**config.mk**
```make
export PLATFORM = sky130hd
export DESIGN_NAME = bound_flasher_gen_flat
export DESIGN_NICKNAME = d
export VERILOG_FILES = /design/src/rtl/bound_flasher_pkg.sv /design/src/rtl/bound_flasher_gen_if.sv /design/src/rtl/bound_flasher_gen_step_prescaler.sv /design/src/rtl/bound_flasher_gen.sv /design/src/flat_wrapper.sv
export SDC_FILE = /design/constraint.sdc
export NUM_CORES = 1
export LEC_CHECK = 0
export CAP_MARGIN = 20
export CORE_MARGIN = 1.5
export CORE_UTILIZATION = 55
export DETAILED_ROUTE_END_ITERATION = 12
export GPL_TIMING_DRIVEN = 1
export PLACE_DENSITY_LB_ADDON = 0.05
export SYNTH_ARGS = -nofsm -noshare
export SYNTH_HDL_FRONTEND = slang
export SYNTH_SLANG_ARGS = --single-unit
```
**constraint.sdc**
```tcl
create_clock -name clk -period 3.55 [get_ports clk]
set_input_delay 0.5325 -clock clk [delete_from_list [all_inputs] [get_ports clk]]
set_output_delay 0.5325 -clock clk [all_outputs]
set_load 0.01 [all_outputs]
```
**src/rtl/bound_flasher_pkg.sv**
```systemverilog
// bound_flasher_pkg: shared state encoding and bar helper
// for the parametrised bound flasher
package bound_flasher_pkg;

  typedef enum logic [2:0] {
    IDLE = 3'd0,
    UP_A = 3'd1,
    DN_A = 3'd2,
    UP_B = 3'd3,
    DN_B = 3'd4,
    UP_C = 3'd5,
    DN_C = 3'd6
  } state_t;

  localparam int MAX_LED = 64;
  localparam int CNT_W_MAX = 7;

  // lowest n bits set, rest clear
  function automatic logic [MAX_LED-1:0] therm(
    input logic [CNT_W_MAX-1:0] n
  );
    logic [MAX_LED-1:0] v;
    v = '0;
    for (int i = 0; i < MAX_LED; i++) begin
      v[i] = (i < int'(n));
    end
    return v;
  endfunction

endpackage

```
**src/rtl/bound_flasher_gen_if.sv**
```systemverilog
// bound_flasher_gen_if: panel-side bundle of the flasher
// controller drives requests, flasher drives the bar/status
interface bound_flasher_gen_if #(
  parameter int N_LED = 16
);
  import bound_flasher_pkg::*;

  logic             flick;
  logic             loop_en;
  logic [N_LED-1:0] led;
  logic             busy;
  state_t           phase;

  modport master (
    output flick,
    output loop_en,
    input  led,
    input  busy,
    input  phase
  );

  modport slave (
    input  flick,
    input  loop_en,
    output led,
    output busy,
    output phase
  );

endinterface

```
**src/rtl/bound_flasher_gen_step_prescaler.sv**
```systemverilog
// step_prescaler: one tick every STEP_DIV enabled cycles
// counter parks at zero while disabled
module step_prescaler #(
  parameter int STEP_DIV = 1
) (
  input  logic clk,
  input  logic rst,
  input  logic en,
  output logic tick
);

  localparam int PW =
    (STEP_DIV > 1) ? $clog2(STEP_DIV) : 1;
  localparam logic [PW-1:0] LAST =
    PW'(STEP_DIV - 1);

  logic [PW-1:0] pre;

  assign tick = (pre == LAST);

  // count while running, wrap on tick, hold 0 when idle
  always_ff @(posedge clk) begin
    if (rst || !en || tick) begin
      pre <= '0;
    end else begin
      pre <= pre + PW'(1);
    end
  end

endmodule

```
**src/rtl/bound_flasher_gen.sv**
```systemverilog
// bound_flasher_gen: six-phase thermometer bar sequencer
// with kickback at two bounds and optional auto-loop
module bound_flasher_gen #(
  parameter int N_LED    = 16,
  parameter int B1       = 5,
  parameter int B2       = 10,
  parameter int STEP_DIV = 1
) (
  input logic clk,
  input logic rst,
  bound_flasher_gen_if.slave bus
);
  import bound_flasher_pkg::*;

  if (N_LED < 4 || N_LED > 64) begin : g_bad_n
    $error("N_LED must be within 4..64");
  end
  if (B1 < 1 || B1 >= B2) begin : g_bad_b1
    $error("B1 must satisfy 1 <= B1 < B2");
  end
  if (B2 > N_LED - 2) begin : g_bad_b2
    $error("B2 must not exceed N_LED-2");
  end
  if (STEP_DIV < 1 || STEP_DIV > 1024) begin : g_bad_d
    $error("STEP_DIV must be within 1..1024");
  end

  localparam int CW = $clog2(N_LED + 1);
  typedef logic [CW-1:0] cnt_t;

  localparam cnt_t K1 = cnt_t'(B1 + 1);
  localparam cnt_t K2 = cnt_t'(B2 + 1);
  localparam cnt_t KB = cnt_t'(B1);
  localparam cnt_t KN = cnt_t'(N_LED);
  localparam cnt_t ONE = cnt_t'(1);

  state_t           state;
  state_t           state_n;
  cnt_t             cnt;
  cnt_t             cnt_n;
  logic [N_LED-1:0] led_q;
  logic             fl_l;
  logic             fl;
  logic             tick;
  logic             busy;
  logic             at_kick;

  assign busy    = (state != IDLE);
  assign fl      = bus.flick | fl_l;
  assign at_kick = (cnt == K1) || (cnt == K2);

  assign bus.led   = led_q;
  assign bus.busy  = busy;
  assign bus.phase = state;

  step_prescaler #(
    .STEP_DIV(STEP_DIV)
  ) u_pre (
    .clk (clk),
    .rst (rst),
    .en  (busy),
    .tick(tick)
  );

  // state register
  always_ff @(posedge clk) begin
    if (rst) begin
      state <= IDLE;
    end else begin
      state <= state_n;
    end
  end

  // count, bar image and pending request
  always_ff @(posedge clk) begin
    if (rst) begin
      cnt   <= '0;
      led_q <= '0;
      fl_l  <= 1'b0;
    end else begin
      cnt   <= cnt_n;
      led_q <= N_LED'(therm(CNT_W_MAX'(cnt_n)));
      fl_l  <= tick ? 1'b0 : (fl_l | bus.flick);
    end
  end

  // phase walk: one count step or one transition per tick
  always_comb begin
    state_n = state;
    cnt_n   = cnt;
    unique case (state)
      IDLE: begin
        if (bus.flick) state_n = UP_A;
      end
      UP_A: begin
        if (tick) begin
          if (cnt == K1) state_n = DN_A;
          else           cnt_n = cnt + ONE;
        end
      end
      DN_A: begin
        if (tick) begin
          if (cnt == '0) state_n = UP_B;
          else           cnt_n = cnt - ONE;
        end
      end
      UP_B: begin
        if (tick) begin
          if (fl && at_kick) begin
            state_n = DN_A;
            cnt_n   = cnt - ONE;
          end else if (cnt == K2) begin
            state_n = DN_B;
          end else begin
            cnt_n = cnt + ONE;
          end
        end
      end
      DN_B: begin
        if (tick) begin
          if (cnt == KB) state_n = UP_C;
          else           cnt_n = cnt - ONE;
        end
      end
      UP_C: begin
        if (tick) begin
          if (fl && at_kick) begin
            state_n = DN_B;
            cnt_n   = cnt - ONE;
          end else if (cnt == KN) begin
            state_n = DN_C;
          end else begin
            cnt_n = cnt + ONE;
          end
        end
      end
      DN_C: begin
        if (tick) begin
          if (cnt == '0) begin
            state_n = (bus.loop_en || fl) ? UP_A : IDLE;
          end else begin
            cnt_n = cnt - ONE;
          end
        end
      end
      default: state_n = IDLE;
    endcase
  end

endmodule
```
**src/flat_wrapper.sv**
```systemverilog
// flat-port wrapper written by rule: the top's interface ports become plain ports
module bound_flasher_gen_flat import bound_flasher_pkg::*;
#(
  parameter int N_LED    = 16,
  parameter int B1       = 5,
  parameter int B2       = 10,
  parameter int STEP_DIV = 1
)
  (clk, rst, bus_flick, bus_loop_en, bus_led, bus_busy, bus_phase);
  bound_flasher_gen_if #(.N_LED(N_LED)) bus_i ();
  input logic clk;
  input logic rst;
  input wire logic [$bits(bus_i.flick)-1:0] bus_flick;
  input wire logic [$bits(bus_i.loop_en)-1:0] bus_loop_en;
  output wire logic [$bits(bus_i.led)-1:0] bus_led;
  output wire logic [$bits(bus_i.busy)-1:0] bus_busy;
  output wire logic [$bits(bus_i.phase)-1:0] bus_phase;
  assign bus_i.flick = bus_flick;
  assign bus_i.loop_en = bus_loop_en;
  assign bus_led = bus_i.led;
  assign bus_busy = bus_i.busy;
  assign bus_phase = bus_i.phase;
  bound_flasher_gen #(.N_LED(N_LED), .B1(B1), .B2(B2), .STEP_DIV(STEP_DIV)) u_core (.clk(clk), .rst(rst), .bus(bus_i));
endmodule
```
Word-level counts from Yosys, hierarchy flattened --
Cells that the tools add are included.
Word-level totals: register bits 26, bits of input ports 4, output and inout bits 20, word-level logic and storage cells 91
Operators by class: add/subtract/negate cells 3, order comparisons 16, eq/ne operators 23, mux-type cells 30, bitwise logic cells 2, reduce and logical (&&, ||, !) cells 12
Operator list (number):
- 2-to-1 mux 5 bit | 12
- 2-to-1 mux 3 bit | 15
- less-than comparator 4 x 5 -> 1 bit (first input constant) | 8
- case mux 5 bit (5 select lines) | 1
- case mux 3 bit (7 select lines) | 1
- less-than comparator 3 x 5 -> 1 bit (first input constant) | 4
- inequality test 2 bit (second input constant) | 7
- AND reduction 13 bit | 1
- equality test 5 x 3 -> 1 bit (second input constant) | 2
- less-than comparator 1 x 5 -> 1 bit (first input constant) | 2
- less-than comparator 2 x 5 -> 1 bit (first input constant) | 2
- equality test 3 bit (second input constant) | 3
- inequality test 2 x 1 -> 1 bit (second input constant) | 4
- equality test 3 x 2 -> 1 bit (second input constant) | 2
- inequality test 3 x 1 -> 1 bit (second input constant) | 2
- adder 5 x 1 -> 5 bit (second input constant) | 1
- equality test 5 x 4 -> 1 bit (second input constant) | 1
- equality test 5 bit (second input constant) | 1
- zero test 5 bit | 1
- subtractor 5 x 1 -> 5 bit (second input constant) | 1
- logical OR 1 bit | 4
- OR reduction 2 bit | 2
- equality test 3 x 1 -> 1 bit (second input constant) | 1
- zero test 3 bit | 1
- other kinds (7) | 7

Logic depth before layout (Yosys ltp) --
depth in word-level cells 7, mapped depth 12, mapped depth without buffers 10

By module --
A second synthesis with hierarchy kept.
Unflattened totals: cell total of the unflattened synthesis 226, area total of the unflattened synthesis 1909.3 um2
Modules (own cells, without submodules):
- bound_flasher_gen | instances 1, cells each 223, area each 1881.8 um2, sequential area each 480.5 um2
- step_prescaler | instances 1, cells each 3, area each 27.5 um2, sequential area each 20.0 um2

Least setup slack after synthesis --
Ideal clock, no wire load.
kind register to register, start point register u_core.cnt[0], end point register u_core.led_q[10], in the netlist u_core.bus.led[10], setup time 0.131 ns, arrival time 2.352 ns, data required time 3.419 ns, slack 1.067 ns, stages on the path, launching flop included 12, buffers on the path 2, period minus slack after synthesis 2.483 ns, cell sequence dfxtp_1 > clkbuf_1 > inv_1 > ha_1 > nand3b_1 > a211o_1 > buf_6 > mux2i_1 > mux2i_1 > nand3_2 > nor2_1 > a221oi_2
Between the ends: cells in the longest elaborated chain, start to end 7, elaborated cells between the ends (all ways) 23, classes of those cells add/sub (2); order compare (1); eq/ne (4); mux (13); reduce/logical (3)
RTL lines:
- start, declared | RTL line bound_flasher_gen.sv:39 | cnt_t cnt;
- start signal, assigned | RTL line bound_flasher_gen.sv:81 | cnt <= cnt_n;
- branches (longest 5 deep; another with adder 5 x 1 -> 5 bit)
- case mux 5 bit (5 select lines) (*) | RTL line bound_flasher_gen.sv:91 | unique case (state)
- less-than comparator 4 x 5 -> 1 bit (*) | RTL line bound_flasher_pkg.sv:25 | v[i] = (i < int'(n));
- end signal, assigned | RTL line bound_flasher_gen.sv:82 | led_q <= N_LED'(therm(CNT_W_MAX'(cnt_n)));
- end, declared | RTL line bound_flasher_gen.sv:41 | logic [N_LED-1:0] led_q;
Every way passes the cells marked *. A chain may end at the register's enable or synchronous reset.

Worst setup path after layout --
start point register u_core.cnt[0], end point register u_core.led_q[8], in the netlist u_core.bus.led[8]
The elaborated chain is that of the path after synthesis.

==> run summary <==
Antenna Diode Count -> 0
Core Region -> 0.00310 sq mm
Cell repeated most along the worst path -> mux2i_1
Initial Util -> 58.9%
Share of layout cells above drive strength 1 -> 11.2%
Maximum number of pins on one net before global-route repair -> 22
Post-route non-filler standard cell count -> 277
Syn avg cell area -> 8.08 sq um
Vias in the first global route -> 1490
Final wirelength -> 4.52 mm
GRT Resource Usage Total -> 25.8%
Clk Tree Root Cell -> clkbuf_4
F_max -> 0.333 GHz
Via Count -> 1760
Total clock buffers created by CTS -> 3
Global-route wire length before repair -> 7.20 mm
Slew at the pin with the worst max-slew slack -> 0.674 ns
Ratio of routed vias to standard cells -> 6.35
Total die area -> 0.00368 sq mm
Final Hold Fails -> 0
Remaining DRCs -> 0
Cell variety after synth -> 65
Min-delay worst type -> reg2reg
Deepest clock path buffer count -> 2
Period utilization -> 84.5%
Post-synthesis register bit count -> 25
Worst stage delay on the critical path -> 0.61 ns
Vertical die dimension -> 60.6 microns
Number of enable flip-flop cells after synthesis -> 0
Post-layout minimum cycle time -> 3.00 ns
CTS H-Tree Depth -> 1
GRT Residual Overflow -> 0
Maximum vdd drop -> 325 uV
Die X-Extent -> 60.6 microns
Clock slew at the register clock pins of the worst setup and hold paths -> 0.13 ns
Number of routed nets with antenna violations -> 0
Main area contributors after synthesis -> dfxtp_1 27%, o21ai_0 5.8%, nor2_1 3.7%
Max-Cap Viols -> 0
Clock sink count -> 25
Number of warnings issued by yosys -> 0
Boundary pin count -> 24
Max-Slew Margin vs Limit -> 55.0%
Skew final -> 0.00942 ns
Number of failing setup endpoints in the final timing report -> 0
Crit path required time -> 3.74 ns
Dominant register cell in the synthesized netlist -> dfxtp_1
Critical path arrival -> 3.19 ns
Reported leakage power -> 0.789 nW
Number of standard cells after synthesis -> 226
Number of nets in the final layout -> 242
Starting DRC count in detailed routing -> 196
Synth top area share -> 27.4%
Pins over their slew limit -> 0
Ys async rst share -> 0%
TritonCTS clock tree -> yes
Netlist Area Pre-Place -> 0.00183 sq mm
Post-DR wirelength/cell -> 16.3 microns
Post-Route Setup TNS -> 0 ns
Crit Path Max Fanout -> 11
Setup repair after global routing missed its margin -> no
Power per Cell Area -> 512 mW/mm^2
Number of nets in the synthesized netlist -> 234
Crit path cell chain -> inv_1 > ha_1 > nand3b_1 > a211o_1 > mux2i_1 > mux2i_1 > nand3_2 > nor2_1 > a21oi_1
Kind of start point of the critical path -> register
Slowest library cell on the worst path -> dfxtp_1
Placed wire-length estimate after detailed placement -> 3.18 mm
Crit. End Element -> register
Post-CTS setup-driven buffer insertion count -> 0
Count of instances resized after the clock tree is built -> 0
Share of the yosys chip area belonging to registers -> 27.4%
Number of antenna violations at the first check in global routing -> 0
Number of iterations in the first detailed-routing pass -> 4
Synth-to-layout area growth -> 10.8%
Number of buffers inserted by hold repair at cts -> 0
Area leader, netlist -> dfxtp_1
Routability congestion estimate -> 0.956
Number of cell rows -> 20
Clock latency of the later-clocked register in the worst-skew pair -> 0.31 ns
Port Buffers -> 23
Critical path class -> reg2reg
Run status -> finished, final reports clean
Cell Count Post-Placement -> 273
path summary, 6_finish.rpt:
kind,start,end,slack (ns),cells past startpoint
max,u_core.cnt[0]$_SDFF_PP0_,u_core.bus.led[8]$_SDFF_PP0_,0.55,9
min,u_core.fl_l$_SDFF_PP0_,u_core.fl_l$_SDFF_PP0_,0.65,2
max reg2reg,u_core.cnt[0]$_SDFF_PP0_,u_core.bus.led[8]$_SDFF_PP0_,0.55,9
min reg2reg,u_core.fl_l$_SDFF_PP0_,u_core.fl_l$_SDFF_PP0_,0.65,2
flip-flops by register name (all words and copies together) (netlist names):
name	flops
u_core.bus.phase	3
u_core.bus.led	16
u_core.fl_l	1
u_core.cnt	4
u_core.u_pre.pre	1
through the flow:
| step | setup WS, ns | util [%] | hold slack (ns) | power (W) | area [sq um] |
|---|---|---|---|---|---|
| after floorplan | 1.07 | - | 0.547 | 0.000761 | 1830 |
| after global placement | 0.658 | 64.4 | 0.601 | 0.000900 | 2000 |
| after detailed placement | 0.578 | 64.4 | 0.618 | 0.000909 | 2000 |
| after CTS | 0.607 | 65.2 | 0.637 | 0.00103 | 2020 |
| after global routing | 0.355 | 65.2 | 0.691 | 0.00110 | 2020 |
| final | 0.550 | 65.2 | 0.653 | 0.00104 | 2020 |
worst max-delay path: cells and delay by family, from the launching register on:
kind	cells	cell delay (ns)
AOI/OAI and AO/OA	2	0.53
adders and majority gates	1	0.30
buffers and inverters	1	0.23
DFF	1	0.61
muxes	2	0.51
and+or+nand+nor	3	0.71
placed cells by master (no fill, tap or decap), drive strengths merged, types with 5 or more instances in the layout:
cell type / Yosys / final
clkdlybuf4s50: 0 / 23
inv: 11 / 11
dfxtp: 25 / 25
o22ai: 5 / 5
nor3: 10 / 10
o21ai: 21 / 21
nand2: 15 / 15
nand3: 7 / 7
a21oi: 12 / 12
nor2: 18 / 18
nor2b: 6 / 6
where the power goes:
part           internal [W]  switching (W)  leakage [nW]
sequential         0.000326      0.0000679         0.204
combinational      0.000240       0.000282         0.567
clock             0.0000421      0.0000782        0.0177
synthesized netlist by cell type, drive strengths merged, types with 2 or more instances:
master    n
a211o     3
a211oi    2
a21o      4
a21oi    12
a221oi    2
and4bb    2
buf      12
clkbuf    9
dfxtp    25
ha        4
inv      11
mux2      2
mux2i     4
nand2    15
nand2b    4
nand3     7
nand3b    2
nand4     3
nand4bb   2
nor2     18
nor2b     6
nor3     10
nor4      2
o2111ai   2
o211ai    3
o21ai    21
o22ai     5
o31ai     2
o41ai     2
or2       3
or3       2
or3b      2
xnor2     3
xor2      2
final cells by class:
cell class / instances / area [sq um]
Clock buffer: 3 / 22.5
Inverter: 11 / 41.3
Clock inverter: 1 / 5.00
Timing Repair Buffer: 24 / 238
Multi-Input combinational cell: 169 / 1160
Fill cell: 284 / 1080
Tap cell: 44 / 55.1
Sequential cell: 25 / 500
logic make-up (layout without fill, tap and decap cells):
kind of cell,after synthesis,count (layout),share of synthesized area [%]
AND/OR/NAND/NOR,86,86,27.7
AO/OA/AOI/OAI,67,67,27.1
buffers and inverters,32,39,8.97
flip-flops,25,25,27.4
multiplexers,6,6,3.42
XOR/XNOR,5,5,2.40
adder cells (fa/ha/maj),4,4,2.74
other,1,1,0.205
metal layers:
metal	vias to the layer above	global-route usage, %	part of all wire [%]
li1	841	-	-
met1	815	37.6	44
met2	94	40.2	45
met3	10	3.84	9.2
met4	0	5.90	1.1
met5	-	0	0
Note: power is estimated with default switching activity, not from simulation.
